==> src/rtl/id_ex_stage.sv <==
// id_ex_stage: ID->EX pipeline register with operand forwarding and load-use bubbles; IDEX_PERF_CNT_EN adds BUBBLE_CNT
module id_ex_stage #(
  parameter int WORD_LEN = 32,
  parameter int REG_ADDR_LEN = 5,
  parameter int ALU_OP_LEN = 4
) (
  input  logic                    CLK,
  input  logic                    RESET,
  input  logic                    STALL,
  input  logic                    FLUSH,
  input  logic                    ID_VALID,
  input  logic [WORD_LEN-1:0]     ID_PC,
  input  logic [REG_ADDR_LEN-1:0] RS_ADDR,
  input  logic [REG_ADDR_LEN-1:0] RT_ADDR,
  input  logic [REG_ADDR_LEN-1:0] RD_ADDR,
  input  logic [WORD_LEN-1:0]     RS_DATA,
  input  logic [WORD_LEN-1:0]     RT_DATA,
  input  logic [WORD_LEN-1:0]     ID_IMM,
  input  logic [ALU_OP_LEN-1:0]   ID_ALU_OP,
  input  logic                    ID_MEM_READ,
  input  logic                    ID_MEM_WRITE,
  input  logic                    ID_WB_EN,
  input  logic                    F1_WB_EN,
  input  logic [REG_ADDR_LEN-1:0] F1_RD,
  input  logic [WORD_LEN-1:0]     F1_DATA,
  input  logic                    F2_WB_EN,
  input  logic [REG_ADDR_LEN-1:0] F2_RD,
  input  logic [WORD_LEN-1:0]     F2_DATA,
  output logic                    EX_VALID,
  output logic [WORD_LEN-1:0]     EX_PC,
  output logic [WORD_LEN-1:0]     EX_A,
  output logic [WORD_LEN-1:0]     EX_B,
  output logic [WORD_LEN-1:0]     EX_IMM,
  output logic [REG_ADDR_LEN-1:0] EX_RD,
  output logic [ALU_OP_LEN-1:0]   EX_ALU_OP,
  output logic                    EX_MEM_READ,
  output logic                    EX_MEM_WRITE,
  output logic                    EX_WB_EN,
`ifdef IDEX_PERF_CNT_EN
  output logic [31:0]             BUBBLE_CNT,
`endif
  output logic                    ID_HOLD
);
  logic                    valid_q, valid_d, mem_read_q, mem_read_d, mem_write_q, mem_write_d, wb_en_q, wb_en_d;
  logic [WORD_LEN-1:0]     pc_q, pc_d, a_q, a_d, b_q, b_d, imm_q, imm_d;
  logic [REG_ADDR_LEN-1:0] rd_q, rd_d;
  logic [ALU_OP_LEN-1:0]   alu_op_q, alu_op_d;
  logic                    hz, keep, cap, bubble;
  function automatic logic [WORD_LEN-1:0] fwd(input logic [REG_ADDR_LEN-1:0] addr, input logic [WORD_LEN-1:0] rdata);
    return (F1_WB_EN && F1_RD != '0 && F1_RD == addr) ? F1_DATA
         : (F2_WB_EN && F2_RD != '0 && F2_RD == addr) ? F2_DATA : rdata;
  endfunction
  // hazard detection, update selection and next-state of the EX bundle
  always_comb begin
    hz = valid_q && mem_read_q && rd_q != '0 && ID_VALID && (rd_q == RS_ADDR || rd_q == RT_ADDR);
    keep = STALL && !FLUSH;
    cap = !FLUSH && !STALL && !hz;
    bubble = FLUSH || (!STALL && hz);
    ID_HOLD = !RESET && !FLUSH && (STALL || hz);
    valid_d = keep ? valid_q : cap && ID_VALID;
    pc_d = keep ? pc_q : cap ? ID_PC : '0;
    a_d = keep ? a_q : cap ? fwd(RS_ADDR, RS_DATA) : '0;
    b_d = keep ? b_q : cap ? fwd(RT_ADDR, RT_DATA) : '0;
    imm_d = keep ? imm_q : cap ? ID_IMM : '0;
    rd_d = keep ? rd_q : cap ? RD_ADDR : '0;
    alu_op_d = keep ? alu_op_q : cap ? ID_ALU_OP : '0;
    mem_read_d = keep ? mem_read_q : cap && ID_VALID && ID_MEM_READ;
    mem_write_d = keep ? mem_write_q : cap && ID_VALID && ID_MEM_WRITE;
    wb_en_d = keep ? wb_en_q : cap && ID_VALID && ID_WB_EN;
  end
  // EX bundle register with synchronous clear
  always_ff @(posedge CLK) begin
    if (RESET) begin
      {valid_q, pc_q, a_q, b_q, imm_q, rd_q, alu_op_q, mem_read_q, mem_write_q, wb_en_q} <= '0;
    end else begin
      {valid_q, pc_q, a_q, b_q, imm_q, rd_q, alu_op_q, mem_read_q, mem_write_q, wb_en_q} <=
        {valid_d, pc_d, a_d, b_d, imm_d, rd_d, alu_op_d, mem_read_d, mem_write_d, wb_en_d};
    end
  end
  assign EX_VALID = valid_q;
  assign EX_PC = pc_q;
  assign EX_A = a_q;
  assign EX_B = b_q;
  assign EX_IMM = imm_q;
  assign EX_RD = rd_q;
  assign EX_ALU_OP = alu_op_q;
  assign EX_MEM_READ = mem_read_q;
  assign EX_MEM_WRITE = mem_write_q;
  assign EX_WB_EN = wb_en_q;
`ifdef IDEX_PERF_CNT_EN
  logic [31:0] bubble_cnt_q, bubble_cnt_d;
  // count every inserted bubble, wrapping naturally
  always_comb bubble_cnt_d = bubble_cnt_q + 32'(bubble);
  // counter register
  always_ff @(posedge CLK) bubble_cnt_q <= RESET ? '0 : bubble_cnt_d;
  assign BUBBLE_CNT = bubble_cnt_q;
`else
  logic unused_bubble;
  assign unused_bubble = bubble;
`endif
endmodule

==> config.mk <==
export PLATFORM = sky130hd
export DESIGN_NAME = id_ex_stage
export DESIGN_NICKNAME = d
export VERILOG_FILES = /design/src/rtl/id_ex_stage.sv
export SDC_FILE = /design/constraint.sdc
export NUM_CORES = 1
export LEC_CHECK = 0
export ABC_AREA = 1
export CORE_AREA = 3 3 144 146
export CTS_BUF_LIST = sky130_fd_sc_hd__clkbuf_4 sky130_fd_sc_hd__clkbuf_8 sky130_fd_sc_hd__clkbuf_16
export DETAILED_ROUTE_END_ITERATION = 16
export DIE_AREA = 0 0 147 149
export PLACE_DENSITY_LB_ADDON = 0.3
export SLEW_MARGIN = 25
export SYNTH_ARGS = -nofsm -noshare
export SYNTH_HDL_FRONTEND = slang
export SYNTH_SLANG_ARGS = --single-unit
==> constraint.sdc <==
create_clock -name CLK -period 4.78 [get_ports CLK]
set_clock_uncertainty 0.2 [all_clocks]
set_input_delay 0.956 -clock CLK [delete_from_list [all_inputs] [get_ports CLK]]
set_output_delay 0.956 -clock CLK [all_outputs]
set_load 0.01 [all_outputs]
==> results of run 1 <==
## state kept, by name (all words and copies together), names as in the netlist
signal,cells
EX_B,32
EX_ALU_OP,4
EX_PC,32
EX_RD,5
EX_MEM_READ,1
EX_MEM_WRITE,1
EX_IMM,32
EX_VALID,1
EX_WB_EN,1
EX_A,32
## critical path, cell delays in order
cell and delay (ns):
clkdlybuf4s50_1 0.56, inv_1 0.08, nand2_1 0.06, nand2_1 0.05, nor2_1 0.11, nand3_1 0.08
nand2_1 0.13, nand2_1 0.10, a211oi_1 0.22, clkdlybuf4s50_1 0.58
## power by group
part | internal [mW] | leakage, nW | switching [mW]
Clock | 0.756 | 0.297 | 0.638
Sequential | 1.21 | 1.15 | 0.0229
Combinational | 0.314 | 3.41 | 0.321
Total | 2.28 | 4.85 | 0.981
## cells by family after synthesis
| kind of cell | share of synthesized area |
|---|---|
| and+or+nand+nor | 0.3993 |
| buffers and inverters | 0.1143 |
| AOI/OAI and AO/OA | 0.09674 |
| DFF | 0.3712 |
| xor gates and xnor gates | 0.01843 |
## cells in the final DEF, fill, tap and decap left out, types with 2 or more instances in the layout
cell type / instances
a21oi_1: 141
a21oi_4: 2
buf_4: 21
clkbuf_16: 17
clkdlybuf4s50_1: 371
clkinv_8: 2
dfxtp_1: 141
diode_2: 5
inv_1: 115
inv_2: 5
inv_6: 5
inv_8: 6
nand2_1: 297
nand3_1: 197
nand3b_1: 3
nand4_1: 33
nor2_1: 173
nor2_2: 3
nor2_4: 5
xnor2_1: 7
xor2_1: 9
## layout make-up
class / instances / area, um^2
antenna: 5 / 12.51
clock buffer: 17 / 425.4
clock inverter: 15 / 181.4
fill: 1911 / 7470
inverter: 120 / 450.4
multi-input combinational: 873 / 3961
sequential: 141 / 2823
tap: 265 / 331.6
timing repair buffer: 392 / 3871
## per-stage QoR
| stage | std cells | util | area, um^2 | worst slack [ns] |
|---|---|---|---|---|
| 2_1_floorplan | 1224 | - | 7605 | 1.665 |
| 3_3_place_gp | 1791 | 0.5857 | 11440 | 0.7415 |
| 3_5_place_dp | 1791 | 0.5857 | 11440 | 0.7113 |
| 4_1_cts | 1823 | 0.6168 | 12040 | 0.7075 |
| 5_1_grt | 1828 | 0.6175 | 12060 | 0.4898 |
| 6_report | 1828 | 0.6175 | 12060 | 0.6964 |
## routing by layer
metal  vias to the layer above  routed length (um)  track usage
li1                       4559                   -            -
met1                      4148               12330       0.3357
met2                       536               15240       0.4708
met3                        74                3629      0.08842
met4                         4                1035       0.1184
met5                         -                  27            0
## worst min-delay path by stage
stage	start	slack [ns]	to
floorplan	EX_ALU_OP[3]$_SDFFE_PP0N_	0.29	EX_ALU_OP[3]$_SDFFE_PP0N_
global placement	EX_PC[13]$_SDFFE_PP0N_	0.25	EX_PC[13]$_SDFFE_PP0N_
detailed placement	EX_ALU_OP[3]$_SDFFE_PP0N_	0.25	EX_ALU_OP[3]$_SDFFE_PP0N_
CTS	EX_IMM[9]$_SDFFE_PP0N_	0.27	EX_IMM[9]$_SDFFE_PP0N_
global route	EX_IMM[8]$_SDFFE_PP0N_	0.28	EX_IMM[8]$_SDFFE_PP0N_
finish	EX_IMM[8]$_SDFFE_PP0N_	0.26	EX_IMM[8]$_SDFFE_PP0N_
==> results.py, run 1 <==
metrics = {
    "power": {
        "peakVddDrop_mv": 0.2578,
        "p_per_area_nw_per_um2": 270.8,
        "total_power_mw": 3.265,
        "leakage_nw": 4.855,
    },
    "clock_network": {
        "clk_pin_slew_ns": 0.07,
        "cts_setup_buffers": 0,
        "cts_tree": "done",
        "clockRootBuffer": "clkbuf_16",
        "insertion_delay_ns": 0.42,
        "htree_levels": 4,
        "clk_path_buf_depth": 2,
        "cts_hold_buf": 0,
        "clkSinkCount": 141,
        "cts.repair.resized": 0,
        "cts_made_buffers": 17,
    },
    "routing": {
        "drt_pass1_iterations": 5,
        "vias": 9321,
        "via_per_inst": 5.099,
        "wl_um": 32270,
        "drc_errors": 0,
        "drt-wirelength-per-cell_um": 17.65,
        "ant_nets": 0,
        "drtIter0Drc": 811,
    },
    "synth": {
        "ys_warn_count": 0,
        "synth.distinct_cells": 22,
        "ys_async_sr_fraction": 0,
        "syn_nets": 1455,
        "synth_area_per_cell_um2": 6.213,
        "synth.area.top_cells": "dfxtp_1 (37%), nand2_1 (15%), nand3_1 (13%)",
        "synth-edff-count": 0,
        "yosys.area.top_type": "dfxtp_1",
        "netlist_instances": 1224,
        "synthFlopType": "dfxtp_1",
        "yosysMostFrequentCell": "nand2_1",
        "yosys-top-cells-count": "nand2_1 (297), nand3_1 (197), nor2_1 (176)",
        "synth_area_um2": 7605,
        "synth_top_area_frac": 0.3712,
        "synth_seq_area_share": 0.3712,
        "ys_ff_latch": 141,
    },
    "sta": {
        "setup_tns_ns": 0,
        "finalHoldViolCount": 0,
        "fin_hold_ws_ns": 0.2650,
        "timing.final.crit_share": 0.8543,
        "slew_viol_final": 0,
        "setup_violations": 0,
        "slew_headroom": 0.4433,
        "fmaxAchievable_mhz": 244.9,
        "finalCriticalPeriod_ns": 4.084,
        "rsz0062_at_grt": "no",
        "tightest_slew_ns": 0.8350,
    },
    "flow_run": {
        "maxCapViolations": 0,
    },
    "setup_path": {
        "critPathLaunchType": "input pin",
        "cp_max_fo": 4,
        "critPathKind": "input pin to output port",
        "r2r_setup_slack_ns": 2.43,
        "crit_start": "RS_ADDR[1]",
        "r2r_cells": 10,
        "crit_path_end": "ID_HOLD",
        "required_ns": 3.62,
        "cp-end-kind": "output port",
        "reg2reg_to": "EX_MEM_READ$_SDFFE_PP0N_",
        "r2r_start": "EX_RD[0]$_SDFFE_PP0N_",
        "cp.arrival_ns": 2.93,
    },
    "global_routing": {
        "grt_pass1_vias": 8903,
        "groute.usage.overall": 0.2814,
        "antenna_found_initial": 7,
        "grt_pass1_wl_um": 49230,
        "grt_max_degree": 77,
        "grt.overflow.total": 0,
    },
    "run_status": {
        "outcome": "complete, no violations",
    },
    "floorplan": {
        "dieWidth_um": 147,
        "die-area_um2": 21900,
        "die_y_um": 149,
        "core_um2": 19530,
        "io_pins": 373,
        "start_util": 0.3895,
        "rows": 51,
    },
    "hold_path": {
        "hp-class": "register to register",
        "min_path_cells": 2,
    },
    "layout": {
        "area_growth_pct": 58.54,
        "nNetsFinal": 1776,
        "layout-drive-gt1-share": 0.04429,
    },
    "place": {
        "place_hpwl_um": 22050,
        "finalWeightedCongestion": 0.9026,
        "portBuffers": 372,
    },
}
No activity file was read; power rests on OpenSTA's default activity.
==> inputs of run 2 (changes only) <==
==> constraint.sdc (replaced) <==
create_clock -name CLK -period 4.78 [get_ports CLK]
set_clock_uncertainty 0.2 [all_clocks]
set_input_delay 1.195 -clock CLK [delete_from_list [all_inputs] [get_ports CLK]]
set_output_delay 1.195 -clock CLK [all_outputs]
set_load 0.01 [all_outputs]
==> run 2 against run 1 <==
Via count hardly changed. Clock power hardly changed. Core utilization is 0.096 points higher. Critical path type unchanged.
==> results.py, run 2 (same netlist as run 1, synthesis figures left out) <==
metrics = {
    "setup_path": {
        "critPathLaunchType": "input pin",
        "cp-end-kind": "output port",
        "cp.arrival_ns": 3.19,
        "cp_max_fo": 4,
        "critPathKind": "input pin to output port",
        "required_ns": 3.38,
    },
    "sta": {
        "slew_headroom": 0.3493,
        "fin_ws_ns": 0.1990,
        "slew_viol_final": 0,
        "finalHoldViolCount": 0,
        "fmaxAchievable_mhz": 218.3,
        "tightest_slew_ns": 0.9761,
        "setup_tns_ns": 0,
        "setup_violations": 0,
        "timing.final.crit_share": 0.9584,
        "rsz0062_at_grt": "no",
        "finalCriticalPeriod_ns": 4.581,
    },
    "routing": {
        "ant_nets": 0,
        "wl_um": 32250,
        "drt_pass1_iterations": 5,
        "drtIter0Drc": 644,
        "vias": 9313,
        "drt-wirelength-per-cell_um": 17.64,
        "drc_errors": 0,
        "via_per_inst": 5.095,
    },
    "power": {
        "peakVddDrop_mv": 0.2761,
        "p_per_area_nw_per_um2": 270.7,
        "leakage_nw": 4.858,
    },
    "clock_network": {
        "cts_setup_buffers": 0,
        "clk_path_buf_depth": 2,
        "insertion_delay_ns": 0.42,
        "clkSinkCount": 141,
        "cts_tree": "done",
        "htree_levels": 4,
        "clk_pin_slew_ns": 0.07,
        "cts.repair.resized": 0,
        "cts_hold_buf": 0,
        "clockRootBuffer": "clkbuf_16",
        "cts_made_buffers": 17,
    },
    "hold_path": {
        "hp-class": "register to register",
    },
    "floorplan": {
        "die-area_um2": 21900,
        "core_um2": 19530,
        "start_util": 0.3895,
        "die_y_um": 149,
        "rows": 51,
        "dieWidth_um": 147,
        "io_pins": 373,
    },
    "place": {
        "portBuffers": 372,
        "place_hpwl_um": 22370,
        "finalWeightedCongestion": 0.8942,
        "pre_cts_ws_ns": 0.2203,
    },
    "layout": {
        "area_growth_pct": 58.79,
        "nNetsFinal": 1776,
        "layout_commonest_cell": "clkdlybuf4s50_1",
        "layout_common_cells": "clkdlybuf4s50_1 (371), nand2_1 (297), nand3_1 (197), nor2_1 (173)",
        "layout-drive-gt1-share": 0.04365,
    },
    "run_status": {
        "outcome": "complete, no violations",
    },
    "global_routing": {
        "groute.usage.overall": 0.2809,
        "grt_pass1_vias": 8798,
        "grt_max_degree": 92,
        "antenna_found_initial": 7,
        "grt.overflow.total": 0,
        "grt_pass1_wl_um": 48770,
    },
    "flow_run": {
        "maxCapViolations": 0,
    },
}
-- run 2: cell count changes in the layout (fill, tap and decap cells not counted), sizes merged --
cell,delta
clkbuf,+1
bufinv,+1
clkinv,+1
inv,-4
clkinvlp,+1
-- run 2: stage by stage --
step           utilization  cells  power, mW  instance area (um^2)  hold WS (ns)
6_report            0.6184   1828      3.269                 12080        0.2616
5_1_grt             0.6183   1827      3.392                 12070        0.2787
4_1_cts             0.6178   1823      3.292                 12060        0.2642
3_5_place_dp        0.5864   1791      1.893                 11450        0.2541
3_3_place_gp        0.5864   1791      1.890                 11450        0.2511
2_1_floorplan            -   1224      1.525                  7605        0.2883
-- run 2: report_power, final --
group / internal, mW / switching (mW)
combinational: 0.316 / 0.322
clock: 0.804 / 0.589
sequential: 1.21 / 0.0225
-- run 2: critical path, stage by stage --
cell             delay [ns]
clkdlybuf4s50_1        0.55
inv_1                  0.06
nand2_1                0.06
nand2_1                0.05
nor2_1                 0.13
nand3_1                0.08
nand2_1                0.12
nand2_1                0.12
a211oi_1               0.23
clkdlybuf4s50_1        0.58
-- run 2: routing by layer --
metal	up-vias	part of all wire	routed length (um)	GRT usage
li1	4556	-	-	-
met1	4107	0.37	11940	0.3239
met2	568	0.47	15170	0.4672
met3	78	0.12	3839	0.1015
met4	4	0.039	1268	0.1314
met5	-	0.00084	27	0
-- run 2: final timing paths --
kind,startpoint,to,slack [ns],depth (start not counted)
setup / recovery,RS_ADDR[0],ID_HOLD,0.20,10
hold / removal,EX_ALU_OP[3]$_SDFFE_PP0N_,EX_ALU_OP[3]$_SDFFE_PP0N_,0.26,2
setup reg to reg,EX_RD[0]$_SDFFE_PP0N_,EX_MEM_READ$_SDFFE_PP0N_,2.42,11
hold reg to reg,EX_ALU_OP[3]$_SDFFE_PP0N_,EX_ALU_OP[3]$_SDFFE_PP0N_,0.26,2
-- run 2: final cells by class --
class,count,area (um^2)
Clock inverter,14,173.9
Timing Repair Buffer,392,3884
Inverter,120,450.4
Multi-Input combinational cell,873,3961
Sequential cell,141,2823
Tap cell,265,331.6
Clock buffer,18,439.2
Antenna cell,5,12.51
Fill cell,1843,7451
